$ cat src/rtl/send_results_pkg.sv
// Shared types and constants for the result-bank streamer: state encodings,
// frame header byte and result word geometry.
package send_results_pkg;

  localparam int NUM_LAGS_DEF     = 32;
  localparam int RESULT_W_DEF     = 32;
  localparam int ADDR_W_DEF       = 5;
  localparam int BYTES_PER_RESULT = RESULT_W_DEF / 8;

  localparam logic [7:0] SYNC_BYTE = 8'hA5;

  // Byte sequencer states; the UART handshake lives in its own FSM.
  typedef enum logic [2:0] {
    ST_IDLE = 3'd0,
    ST_HDR  = 3'd1,
    ST_RD   = 3'd2,
    ST_LD   = 3'd3,
    ST_BYTE = 3'd4,
    ST_SEND = 3'd5,
    ST_NEXT = 3'd6,
    ST_CHKS = 3'd7
  } send_state_e;

  typedef enum logic [2:0] {
    HS_IDLE    = 3'd0,
    HS_PRE_TX  = 3'd1,
    HS_TX      = 3'd2,
    HS_WAIT_HI = 3'd3,
    HS_WAIT_LO = 3'd4
  } hs_state_e;

  // Which part of the frame the byte in flight belongs to.
  typedef enum logic [1:0] {
    PH_HDR = 2'd0,
    PH_PAY = 2'd1,
    PH_CHK = 2'd2
  } phase_e;

  function automatic logic [7:0] chk_update(input logic [7:0] chk, input logic [7:0] b);
    return chk ^ b;
  endfunction

endpackage

$ cat src/rtl/send_results_if.sv
// Bundle of the master-FSM handshake, result-memory read port and UART byte port.
interface send_results_if #(
  parameter int RESULT_W = 32,
  parameter int ADDR_W   = 5
);
  logic                send_start;
  logic                send_busy;
  logic                res_rd;
  logic [ADDR_W-1:0]   res_addr;
  logic [RESULT_W-1:0] res_data;
  logic [7:0]          tx_data;
  logic                start_uart_tx;
  logic                uart_busy;

  modport master (
    input  send_start, uart_busy, res_data,
    output send_busy, res_rd, res_addr, tx_data, start_uart_tx
  );

  modport slave (
    output send_start, uart_busy, res_data,
    input  send_busy, res_rd, res_addr, tx_data, start_uart_tx
  );
endinterface

$ cat src/rtl/send_results_uart_byte_handshake.sv
// One-byte UART handshake: waits for an idle UART, pulses the transmit request
// once, then tracks busy high and low before reporting the byte as done.
module uart_byte_handshake
  import send_results_pkg::*;
(
  input  logic clk,
  input  logic rst,
  input  logic byte_req_i,
  input  logic uart_busy_i,
  output logic byte_done_o,
  output logic start_uart_tx_o
);

  hs_state_e hs_state_q;
  logic      start_q;
  logic      done_q;

  // Handshake FSM with registered start and done pulses.
  always_ff @(posedge clk or posedge rst) begin
    if (rst) begin
      hs_state_q <= HS_IDLE;
      start_q    <= 1'b0;
      done_q     <= 1'b0;
    end else begin
      case (hs_state_q)
        HS_IDLE: begin
          done_q <= 1'b0;
          if (byte_req_i) begin
            if (uart_busy_i) begin
              hs_state_q <= HS_PRE_TX;
            end else begin
              start_q    <= 1'b1;
              hs_state_q <= HS_TX;
            end
          end
        end
        HS_PRE_TX: begin
          if (!uart_busy_i) begin
            start_q    <= 1'b1;
            hs_state_q <= HS_TX;
          end
        end
        HS_TX: begin
          start_q    <= 1'b0;
          hs_state_q <= HS_WAIT_HI;
        end
        HS_WAIT_HI: begin
          if (uart_busy_i) begin
            hs_state_q <= HS_WAIT_LO;
          end
        end
        HS_WAIT_LO: begin
          if (!uart_busy_i) begin
            done_q     <= 1'b1;
            hs_state_q <= HS_IDLE;
          end
        end
        default: begin
          start_q    <= 1'b0;
          done_q     <= 1'b0;
          hs_state_q <= HS_IDLE;
        end
      endcase
    end
  end

  assign byte_done_o     = done_q;
  assign start_uart_tx_o = start_q;

endmodule

$ cat src/rtl/send_results.sv
// Streams the correlator result bank to the UART: sync header, every result
// MSB-first, then an XOR checksum of the payload bytes.
module send_results
  import send_results_pkg::*;
#(
  parameter int          NUM_LAGS = NUM_LAGS_DEF,
  parameter int          RESULT_W = BYTES_PER_RESULT * 8,
  parameter int          ADDR_W   = ADDR_W_DEF,
  parameter logic [7:0]  HDR_BYTE = SYNC_BYTE
) (
  input  logic           sys_clk,
  input  logic           sys_rst,
  send_results_if.master bus
);

  localparam int WORD_BYTES = RESULT_W / 8;
  localparam int BIDX_W     = (WORD_BYTES > 1) ? $clog2(WORD_BYTES) : 1;
  localparam logic [ADDR_W-1:0] LAST_LAG  = ADDR_W'(NUM_LAGS - 1);
  localparam logic [BIDX_W-1:0] LAST_BYTE = BIDX_W'(WORD_BYTES - 1);

  send_state_e         state_q;
  phase_e              phase_q;
  logic [ADDR_W-1:0]   lag_q;
  logic [BIDX_W-1:0]   bidx_q;
  logic [RESULT_W-1:0] shift_q;
  logic [7:0]          chk_q;
  logic [7:0]          tx_data_q;
  logic                res_rd_q;
  logic [ADDR_W-1:0]   res_addr_q;
  logic                send_busy_q;
  logic                byte_req_q;

  logic                byte_done_s;
  logic                start_uart_tx_s;
  logic [7:0]          top_byte_d;
  logic [7:0]          chk_d;
  logic [RESULT_W-1:0] shift_d;
  logic [ADDR_W-1:0]   lag_d;

  // Datapath helpers for the next byte, checksum and lag.
  always_comb begin
    top_byte_d = shift_q[RESULT_W-1 -: 8];
    chk_d      = chk_update(chk_q, top_byte_d);
    shift_d    = {shift_q[RESULT_W-9:0], 8'h00};
    lag_d      = lag_q + {{(ADDR_W-1){1'b0}}, 1'b1};
  end

  // Byte sequencer; res_rd and res_addr are set on entry to RD so the strobe
  // is live during RD and the word is back for LD to capture.
  always_ff @(posedge sys_clk or posedge sys_rst) begin
    if (sys_rst) begin
      state_q     <= ST_IDLE;
      phase_q     <= PH_HDR;
      lag_q       <= '0;
      bidx_q      <= '0;
      shift_q     <= '0;
      chk_q       <= 8'h00;
      tx_data_q   <= 8'h00;
      res_rd_q    <= 1'b0;
      res_addr_q  <= '0;
      send_busy_q <= 1'b0;
      byte_req_q  <= 1'b0;
    end else begin
      case (state_q)
        ST_IDLE: begin
          res_rd_q   <= 1'b0;
          byte_req_q <= 1'b0;
          if (bus.send_start) begin
            chk_q       <= 8'h00;
            lag_q       <= '0;
            bidx_q      <= '0;
            res_addr_q  <= '0;
            phase_q     <= PH_HDR;
            send_busy_q <= 1'b1;
            state_q     <= ST_HDR;
          end
        end
        ST_HDR: begin
          tx_data_q  <= HDR_BYTE;
          byte_req_q <= 1'b1;
          state_q    <= ST_SEND;
        end
        ST_RD: begin
          res_rd_q <= 1'b0;
          state_q  <= ST_LD;
        end
        ST_LD: begin
          shift_q <= bus.res_data;
          bidx_q  <= '0;
          state_q <= ST_BYTE;
        end
        ST_BYTE: begin
          tx_data_q  <= top_byte_d;
          chk_q      <= chk_d;
          byte_req_q <= 1'b1;
          state_q    <= ST_SEND;
        end
        ST_SEND: begin
          byte_req_q <= 1'b0;
          if (byte_done_s) begin
            state_q <= ST_NEXT;
          end
        end
        ST_NEXT: begin
          case (phase_q)
            PH_HDR: begin
              phase_q    <= PH_PAY;
              res_addr_q <= lag_q;
              res_rd_q   <= 1'b1;
              state_q    <= ST_RD;
            end
            PH_PAY: begin
              if (bidx_q != LAST_BYTE) begin
                shift_q <= shift_d;
                bidx_q  <= bidx_q + {{(BIDX_W-1){1'b0}}, 1'b1};
                state_q <= ST_BYTE;
              end else if (lag_q != LAST_LAG) begin
                lag_q      <= lag_d;
                res_addr_q <= lag_d;
                res_rd_q   <= 1'b1;
                state_q    <= ST_RD;
              end else begin
                phase_q <= PH_CHK;
                state_q <= ST_CHKS;
              end
            end
            PH_CHK: begin
              send_busy_q <= 1'b0;
              state_q     <= ST_IDLE;
            end
            default: begin
              send_busy_q <= 1'b0;
              state_q     <= ST_IDLE;
            end
          endcase
        end
        ST_CHKS: begin
          tx_data_q  <= chk_q;
          byte_req_q <= 1'b1;
          state_q    <= ST_SEND;
        end
        default: begin
          res_rd_q    <= 1'b0;
          byte_req_q  <= 1'b0;
          send_busy_q <= 1'b0;
          state_q     <= ST_IDLE;
        end
      endcase
    end
  end

  uart_byte_handshake u_hs (
    .clk             (sys_clk),
    .rst             (sys_rst),
    .byte_req_i      (byte_req_q),
    .uart_busy_i     (bus.uart_busy),
    .byte_done_o     (byte_done_s),
    .start_uart_tx_o (start_uart_tx_s)
  );

  assign bus.send_busy     = send_busy_q;
  assign bus.res_rd        = res_rd_q;
  assign bus.res_addr      = res_addr_q;
  assign bus.tx_data       = tx_data_q;
  assign bus.start_uart_tx = start_uart_tx_s;

endmodule

$ cat src/flat_wrapper.sv
// flat-port wrapper written by rule: the top's interface ports become plain ports
module send_results_flat import send_results_pkg::*;
#(
  parameter int          NUM_LAGS = NUM_LAGS_DEF,
  parameter int          RESULT_W = BYTES_PER_RESULT * 8,
  parameter int          ADDR_W   = ADDR_W_DEF,
  parameter logic [7:0]  HDR_BYTE = SYNC_BYTE
)
  (sys_clk, sys_rst, bus_send_start, bus_uart_busy, bus_res_data, bus_send_busy, bus_res_rd, bus_res_addr, bus_tx_data, bus_start_uart_tx);
  send_results_if #(.RESULT_W(RESULT_W), .ADDR_W(ADDR_W)) bus_i ();
  input  logic sys_clk;
  input  logic sys_rst;
  input wire logic [$bits(bus_i.send_start)-1:0] bus_send_start;
  input wire logic [$bits(bus_i.uart_busy)-1:0] bus_uart_busy;
  input wire logic [$bits(bus_i.res_data)-1:0] bus_res_data;
  output wire logic [$bits(bus_i.send_busy)-1:0] bus_send_busy;
  output wire logic [$bits(bus_i.res_rd)-1:0] bus_res_rd;
  output wire logic [$bits(bus_i.res_addr)-1:0] bus_res_addr;
  output wire logic [$bits(bus_i.tx_data)-1:0] bus_tx_data;
  output wire logic [$bits(bus_i.start_uart_tx)-1:0] bus_start_uart_tx;
  assign bus_i.send_start = bus_send_start;
  assign bus_i.uart_busy = bus_uart_busy;
  assign bus_i.res_data = bus_res_data;
  assign bus_send_busy = bus_i.send_busy;
  assign bus_res_rd = bus_i.res_rd;
  assign bus_res_addr = bus_i.res_addr;
  assign bus_tx_data = bus_i.tx_data;
  assign bus_start_uart_tx = bus_i.start_uart_tx;
  send_results #(.NUM_LAGS(NUM_LAGS), .RESULT_W(RESULT_W), .ADDR_W(ADDR_W), .HDR_BYTE(HDR_BYTE)) u_core (.sys_clk(sys_clk), .sys_rst(sys_rst), .bus(bus_i));
endmodule
$ cat config.mk
export PLATFORM = sky130hd
export DESIGN_NAME = send_results_flat
export DESIGN_NICKNAME = d
export VERILOG_FILES = /design/src/rtl/send_results_pkg.sv /design/src/rtl/send_results_if.sv /design/src/rtl/send_results_uart_byte_handshake.sv /design/src/rtl/send_results.sv /design/src/flat_wrapper.sv
export SDC_FILE = /design/constraint.sdc
export NUM_CORES = 1
export LEC_CHECK = 0
export CELL_PAD_IN_SITES_DETAIL_PLACEMENT = 1
export CELL_PAD_IN_SITES_GLOBAL_PLACEMENT = 1
export CORE_ASPECT_RATIO = 0.6
export CORE_MARGIN = 4
export CORE_UTILIZATION = 38
export CTS_CLUSTER_SIZE = 25
export DETAILED_ROUTE_END_ITERATION = 10
export PLACE_DENSITY = 0.82
export SLEW_MARGIN = 15
export SYNTH_ARGS = -nofsm -noshare
export SYNTH_HDL_FRONTEND = slang
export SYNTH_SLANG_ARGS = --single-unit
$ cat constraint.sdc
create_clock -name sys_clk -period 2.2 [get_ports sys_clk]
set_input_delay 0.22 -clock sys_clk [delete_from_list [all_inputs] [get_ports sys_clk]]
set_output_delay 0.22 -clock sys_clk [all_outputs]
set_load 0.005 [all_outputs]
* Word-level counts from Yosys, hierarchy flattened
Cells that the tools add are included.
** Cells by class
- Add/subtract/negate cells :: 2
- Multiply operators :: 0
- Div/mod/pow operators :: 0
- Order comparisons :: 0
- Equality and inequality tests :: 29
- Shifts and indexed selects :: 0
- Mux-type cells :: 46
- Bitwise operators :: 3
- Reduce and logical (&&, ||, !) cells :: 28
** Operators by type and width (count)
- $mux 32 :: 2
- $pmux 32 s2 :: 1
- $pmux 5 s2 :: 3
- $mux 3 :: 8
- $pmux 8 s3 :: 1
- $mux 5 :: 4
- $pmux 3 s6 :: 1
- $ne 2x2->1 const B :: 8
- $pmux 8 s2 :: 1
- $eq 3x3->1 const B :: 5
- $pmux 3 s5 :: 1
- $reduce_and 5->1 :: 3
- $eq 3x2->1 const B :: 4
- $mux 2 :: 6
- $reduce_and 4->1 :: 3
- $pmux 1 s2 :: 5
- $reduce_bool 2->1 :: 5
- $mux 8 :: 1
- $ne 2x1->1 const B :: 4
- $pmux 2 s2 :: 2
- $reduce_and 2->1 :: 4
- $reduce_or 2->1 :: 4
- $xor 8x8->8 :: 1
- $mux 1 :: 7
- 16 further kinds :: 24
** Storage, ports and cells
- Register bits after elaboration :: 73
- Latch bits :: 0
- Memory bits (writable) :: 0
- Bits in read-only memories :: 0
- Input bits :: 36
- Output and inout bits :: 16
- Logic and storage cells :: 122
- Memories :: 0

* Depth between registers and ports, before layout
Gate-level depths: netlist (run 1).
- Word-level depth :: 5
- Gate-level depth with buffers :: 8
- Depth with buffers taken out :: 7

* Modules after synthesis
Synthesis (run 1) repeated with hierarchy kept, for this count alone.
** Unflattened totals
- Cell total of the unflattened synthesis :: 306
- Area total of the unflattened synthesis :: 3652.3 um2
** Modules (own cells, without submodules)
- send_results :: times used 1, cells an instance 283, area each 3420.8 um2, seq. area each 1701.6 um2
- uart_byte_handshake :: times used 1, cells an instance 23, area each 231.5 um2, seq. area each 125.1 um2

* Worst setup path before layout (run 1)
Ideal clock, no wire load.
- Path type :: register to register
- Start point :: register u_core.lag_q[0]
- End point :: register u_core.res_addr_q[2] (netlist: u_core.bus.res_addr[2])
- Library setup time :: 0.079 ns
- Data arrival time :: 1.934 ns
- Data required time :: 2.121 ns
- Path slack :: 0.186 ns
- Cell stages (with the launch flop) :: 7
- Path buffers :: 0
- Period minus slack after synthesis :: 2.014 ns
- Cells stage by stage :: dfrtp_1 ha_1 and3_1 ha_1 nand2b_2 a2111oi_4 mux2i_1
** Between the ends
- Cells in the longest elaborated chain, start to end :: 5
- Elaborated cells between the ends (all ways) :: 8
- Classes of those cells :: add/sub: 1; eq/ne: 2; mux: 4; reduce/logical: 1
** RTL lines
- start: declaration :: RTL line send_results.sv:23 : logic [ADDR_W-1:0] lag_q;
- start signal: assignment :: RTL line send_results.sv:118 : lag_q <= lag_d;
- $add 5x1->5 :: RTL line send_results.sv:45 : lag_d = lag_q + {{(ADDR_W-1){1'b0}}, 1'b1};
- $mux 5 :: RTL line send_results.sv:117 : end else if (lag_q != LAST_LAG) begin
- $mux 5 :: RTL line send_results.sv:113 : if (bidx_q != LAST_BYTE) begin
- $pmux 5 s2 :: RTL line send_results.sv:105 : case (phase_q)
- $pmux 5 s2 :: RTL line send_results.sv:64 : case (state_q)
- end signal: assignment :: RTL line send_results.sv:108 : res_addr_q <= lag_q;
- end signal: assignment :: RTL line send_results.sv:119 : res_addr_q <= lag_d;
- end: declaration :: RTL line send_results.sv:29 : logic [ADDR_W-1:0] res_addr_q;
Parallel ways exist; a longest one is shown, timed or not. The select of a mux whose other input is x is not followed.
A chain may end at the register's enable or synchronous reset.

* Final worst setup path (run 1)
- Start point :: register u_core.lag_q[1]
- End point :: register u_core.res_addr_q[3] (netlist: u_core.bus.res_addr[3])
The elaborated chain is that of the path after synthesis.

==> flow_metrics.py, run 1 <==
metrics = {
    "run_status": {
        "outcome": "finished, final reports clean",
    },
    "timing": {
        "timing.clock.skew_ps": 3.78,
        "hold_viol": 0,
        "drv_slew": 0,
        "rsz0062_at_grt": "false",
        "setup_viol": 0,
        "fin_tns_setup_ps": 0,
        "fmax_ghz": 0.487,
        "timing.final.crit_share": 0.933,
        "tightest_slew_ps": 683,
        "fin_crit_ps": 2050,
        "slew_headroom": 0.543,
    },
    "synth": {
        "synth.avg_cell_area_um2": 10.3,
        "ys_types": 56,
        "seq_area_frac_synth": 0.513,
        "synth_area_leaders": "dfrtp_1 (51%), mux2i_1 (7.0%), o21ai_0 (7.0%), nand2_1 (5.9%), nand3_1 (2.2%)",
        "syn_nets": 384,
        "netlist.area_leader.share": 0.513,
        "syn_inst": 345,
        "synthesis.area_um2": 3560,
        "ys_ff_latch": 73,
        "synth_warnings": 0,
        "synth_edf_count": 0,
        "yosysTopAreaCell": "dfrtp_1",
        "synth_async_sr_flop_share": 1.00,
        "dominantRegCellSynth": "dfrtp_1",
    },
    "cells_and_area": {
        "area_growth_pct": 25.4,
        "stdcell_area_um2": 4470,
        "drive_gt1_frac": 0.103,
        "n_antenna_cell": 0,
        "fin_nets": 437,
        "layout_commonest_cell": "dfrtp_1",
        "finalNonFillerCells": 530,
        "utilization": 0.488,
        "mostFrequentLayoutCells": "dfrtp_1 (73), nand2_1 (56), clkdlybuf4s50_1 (51)",
    },
    "hold_path": {
        "hp-class": "input pin to async pin",
    },
    "clocking": {
        "h-tree-depth": 3,
        "tritoncts": "yes",
        "cts_buffer_depth": 2,
        "cts_buffers": 9,
        "clock_latency_ps": 330,
        "clk_pin_slew_ps": 50,
        "clock_sinks": 73,
        "cts_hold_buf": 0,
        "root_buffer": "clkbuf_16",
    },
    "placement": {
        "dpl.hpwl_mm": 6.55,
        "gp_congestion": 0.814,
        "place_inst": 515,
        "port_buffers": 51,
        "placed_area_um2": 4200,
    },
    "power_and_ir_drop": {
        "power.leakage_nw": 2.07,
        "ir_worst_vdd_mv": 0.493,
        "p_per_area_nw_per_um2": 1100,
        "fin_total_pwr_mw": 4.90,
    },
    "floorplanning": {
        "dieArea_um2": 11000,
        "rows": 27,
        "core_area_um2": 9160,
        "ios": 52,
        "initial_utilization": 0.389,
        "die_y_um": 83.0,
        "fp.dieW_um": 133,
    },
    "grt": {
        "grt.total_usage": 0.178,
        "grt_pass1_vias": 3080,
        "grt_first_pass_wirelength_mm": 15.9,
        "grt.overflow.total": 0,
        "grt_max_degree": 74,
        "antenna_found_initial": 0,
    },
    "setup_path": {
        "worst_ep_arrival_time_ps": 2300,
        "cp_data_required_time_ps": 2450,
        "cp_max_fo": 5,
        "worst_setup_path_start_kind": "flip-flop",
        "critical_path_class": "flip-flop to flip-flop",
        "cp-end-kind": "flip-flop",
    },
    "drt": {
        "post_drt_wl_per_cell_um": 17.6,
        "drt_iter0_markers": 202,
        "num_vias": 2872,
        "drc": 0,
        "via_per_inst": 5.42,
        "dr.pass1.iters": 4,
        "antenna_left": 0,
        "drt_wl_total_mm": 9.31,
    },
    "flow_run": {
        "max_cap_violations": 0,
    },
}
-- per-stage QoR --
stage | setup slack, ps | hold slack, ps
after global placement | 134 | 465
final | 148 | 303
after CTS | 22.1 | 318
after floorplan | 127 | 334
after detailed placement | 46.0 | 469
after global routing | 16.9 | 334
-- logic make-up after synthesis --
kind of cell,count (synthesis),synth area share
simple gates,109,0.153
compound gates,102,0.190
flops,73,0.513
mux,29,0.0829
buf+inv,27,0.0457
fa+ha+maj,3,0.0105
xor+xnor,2,0.00492
-- repair_timing --
item	4_1_cts	5_1_grt
endpoints found under the setup margin	0	5
resized for setup	0	2
setup buffers	0	1
-- power by group --
| part | switching (mW) | internal [mW] | total (mW) |
|---|---|---|---|
| clock network | 0.511 | 0.773 | 1.28 |
| registers | 0.415 | 1.76 | 2.18 |
| logic | 0.671 | 0.768 | 1.44 |
-- cells in the mapped netlist, types with 6 or more instances --
master / number
nand2_1: 56
nand2b_1: 7
dfrtp_1: 73
buf_6: 6
nand3_1: 16
buf_2: 9
mux2i_1: 25
nor2_1: 7
a22o_1: 8
o21ai_0: 50
-- worst paths after layout --
check                           cells past startpoint  slack, ps               start                endpoint
worst max-delay path                                8        150     u_core.lag_q[1]  u_core.bus.res_addr[3]
worst min-delay path                                3        300             sys_rst  u_core.bus.res_addr[4]
worst max register to register                      8        150     u_core.lag_q[1]  u_core.bus.res_addr[3]
worst min register to register                      2        480  u_core.shift_q[15]      u_core.shift_q[15]
max in group asynchronous                           3       1600             sys_rst   u_core.bus.tx_data[1]
min in group sys_clk                                2        480  u_core.shift_q[15]      u_core.shift_q[15]
-- flip-flops by register name (all words and copies together) (netlist names) --
signal,cells
u_core.chk_q,8
u_core.bidx_q,2
u_core.shift_q,32
u_core.bus.tx_data,8
u_core.bus.send_busy,1
u_core.state_q,3
u_core.u_hs.byte_done_o,1
u_core.lag_q,5
u_core.u_hs.hs_state_q,3
u_core.byte_req_q,1
u_core.bus.res_addr,5
u_core.u_hs.start_uart_tx_o,1
u_core.phase_q,2
u_core.bus.res_rd,1
-- worst max-delay path: stages (launching register included) --
cell       delay (ps)
dfrtp_1           420
ha_2              220
and3_1            190
ha_1              200
nand2b_2          230
a2111oi_4         340
buf_6             170
a21oi_1            40
a31oi_1           160
-- area by class of cell --
class | count | area [µm²]
inverter | 6 | 22.5
sequential | 73 | 1830
clock buffer | 12 | 246
timing repair buffer | 63 | 627
multi-input combinational | 245 | 1580
tap | 130 | 163
fill | 1009 | 4690
clock inverter | 1 | 5.00
-- per-layer routing --
metal  up-vias  track usage  wire length (µm)  part of all wire
met5         -            0                 0                 0
met4         0       0.0557               146             0.016
met3        13       0.0642               660             0.071
met2        74        0.281              4300              0.46
met1      1435        0.231              4200              0.45
li1       1350            -                 -                 -
No activity file was read; power rests on OpenSTA's default activity.
==> run 2: changes to the inputs <==
- CORE_UTILIZATION: 38 -> 40
- DONT_BUFFER_PORTS: not set -> 1
- PLACE_DENSITY: 0.82 -> 0.76
==> run 2 against run 1 <==
  * Clock power is 32% higher
  * Highest routed layer unchanged
  * Global-route usage increased by 1.3 points
  * Count of clock-buffer cells in the layout decreased by 1
  * Cell count fell by 12%
  * Worst hold slack got worse by 280 ps
  * Final area shrank 9.6%
  * Combinational power is 22% lower
==> flow_metrics.py, run 2 (same netlist as run 1, synthesis figures left out) <==
metrics = {
    "cells_and_area": {
        "fin_nets": 391,
        "largest_reg_flops": 32,
        "top_register": "u_core.shift_q",
        "mostFrequentLayoutCells": "dfrtp_1 (73), nand2_1 (56), o21ai_0 (50)",
        "seq_area_um2": 1830,
        "multiInputGateArea_um2": 1580,
        "layout_commonest_cell": "dfrtp_1",
        "finalNonFillerCells": 469,
        "nFillCells": 958,
        "drive_gt1_frac": 0.132,
        "stdcell_area_um2": 4040,
        "n_antenna_cell": 0,
        "area_growth_pct": 13.3,
    },
    "drt": {
        "post_drt_wl_per_cell_um": 19.3,
        "dr.pass1.iters": 4,
        "num_vias": 2685,
        "antenna_left": 0,
        "drt_wl_total_mm": 9.05,
        "drc": 0,
        "drt_iter0_markers": 195,
        "via_per_inst": 5.72,
    },
    "placement": {
        "gp_congestion": 0.824,
        "place_inst": 450,
        "port_buffers": 0,
        "dpl.hpwl_mm": 6.22,
        "placed_area_um2": 3670,
    },
    "setup_path": {
        "cp-end-kind": "flip-flop",
        "r2r_slack_ps": 100,
        "cp_max_fo": 5,
        "worst_setup_path_start_kind": "flip-flop",
        "regToRegStartpoint": "u_core.lag_q[1]",
        "cp_data_required_time_ps": 2460,
        "worst_ep_arrival_time_ps": 2360,
        "r2r_cells": 8,
        "r2r_end": "u_core.bus.res_addr[3]",
        "critical_path_class": "flip-flop to flip-flop",
    },
    "grt": {
        "antenna_found_initial": 0,
        "grt_first_pass_wirelength_mm": 15.5,
        "grt_max_degree": 60,
        "grt.total_usage": 0.191,
        "grt.overflow.total": 0,
        "grt_pass1_vias": 2838,
    },
    "power_and_ir_drop": {
        "p_int_mw": 3.39,
        "ir_worst_vdd_mv": 0.437,
        "power.leakage_nw": 1.92,
        "p_per_area_nw_per_um2": 1240,
        "pwr-share-seq": 0.436,
        "p_sw_frac": 0.322,
        "switchingPower_mw": 1.61,
        "pwr-share-clk": 0.337,
        "combPwrFrac": 0.227,
    },
    "timing": {
        "fin_crit_ps": 2100,
        "drv_slew": 0,
        "rsz0062_at_grt": "false",
        "fmax_ghz": 0.477,
        "timing.final.crit_share": 0.953,
        "setup_viol": 0,
        "timing.clock.skew_ps": 5.29,
        "slew_headroom": 0.573,
        "tightest_slew_ps": 637,
        "fin_tns_setup_ps": 0,
        "hold_viol": 0,
    },
    "floorplanning": {
        "fp.dieW_um": 130,
        "dieArea_um2": 10500,
        "initial_utilization": 0.415,
        "core_area_um2": 8590,
        "ios": 52,
        "rows": 26,
        "die_y_um": 81.1,
    },
    "clocking": {
        "clk_pin_slew_ps": 60,
        "tritoncts": "yes",
        "cts_buffers": 9,
        "clock_sinks": 73,
        "h-tree-depth": 3,
        "cts_setup_buffers": 0,
        "cts_buffer_depth": 2,
        "root_buffer": "clkbuf_16",
        "clock_latency_ps": 340,
    },
    "hold_path": {
        "hold-path-endpoint": "u_core.shift_q[2]",
        "hold_depth": 1,
        "hp-start": "bus_res_data[2]",
        "hp-class": "input pin to flip-flop",
    },
    "flow_run": {
        "max_cap_violations": 0,
    },
    "run_status": {
        "outcome": "finished, final reports clean",
    },
}
run 2: repair_timing:
action,in CTS,in global routing
resized for setup,0,3
endpoints found under the hold margin,23,0
setup endpoints to repair,0,5
hold buffers,2,0
run 2: final cells by class:
| class | instances | area share |
|---|---|---|
| timing repair buffer | 17 | 0.0338 |
| clock inverter | 5 | 0.0257 |
| tap | 112 | 0.0347 |
| multi-input combinational | 245 | 0.390 |
| inverter | 6 | 0.00558 |
| sequential | 73 | 0.452 |
| clock buffer | 11 | 0.0576 |
run 2: worst max-delay path by stage:
stage	startpoint	end	slack [ps]	cells after the start
finish	u_core.lag_q[1]	u_core.bus.res_addr[3]	100	8
global route	u_core.lag_q[1]	u_core.bus.res_addr[3]	30	8
CTS	u_core.lag_q[1]	u_core.bus.res_addr[3]	40	8
detailed placement	u_core.lag_q[1]	u_core.bus.res_addr[3]	60	8
global placement	u_core.lag_q[1]	u_core.bus.res_addr[3]	170	8
floorplan	sys_rst	u_core.bidx_q[0]	130	1
run 2: critical path, cell delays in order (launching register included):
cell and delay (ps):
dfrtp_1 420, ha_2 220, and3_1 190, ha_1 210, nand2b_2 230, a2111oi_4 380, buf_6 180, a21oi_1 40
a31oi_1 150
run 2: power groups by stage:
stage | clock network [mW] | registers [mW] | logic, mW
4_1_cts | 1.72 | 2.18 | 1.14
6_report | 1.69 | 2.18 | 1.13
5_1_grt | 1.78 | 2.26 | 1.32
2_1_floorplan | 0 | 2.05 | 0.925
3_5_place_dp | 0 | 2.20 | 1.13
3_3_place_gp | 0 | 2.18 | 1.06
run 2: metal layers:
metal / up-vias / share of wire / track usage / routed length [µm]
li1: 1257 / - / - / -
met1: 1356 / 0.49 / 0.264 / 4430
met2: 58 / 0.42 / 0.266 / 3780
met3: 14 / 0.080 / 0.0907 / 726
met4: 0 / 0.013 / 0.0571 / 116
met5: - / 0 / 0 / 0
run 2: per-stage QoR:
stage | worst slack [ps] | utilization | hold slack [ps] | power, mW
detailed placement | 62.3 | 0.427 | 187 | 3.32
floorplan | 127 | - | 334 | 2.97
CTS | 39.1 | 0.469 | 8.83 | 5.04
global placement | 172 | 0.427 | 189 | 3.24
global route | 29.0 | 0.470 | 11.0 | 5.36
finish | 104 | 0.470 | 20.6 | 4.99
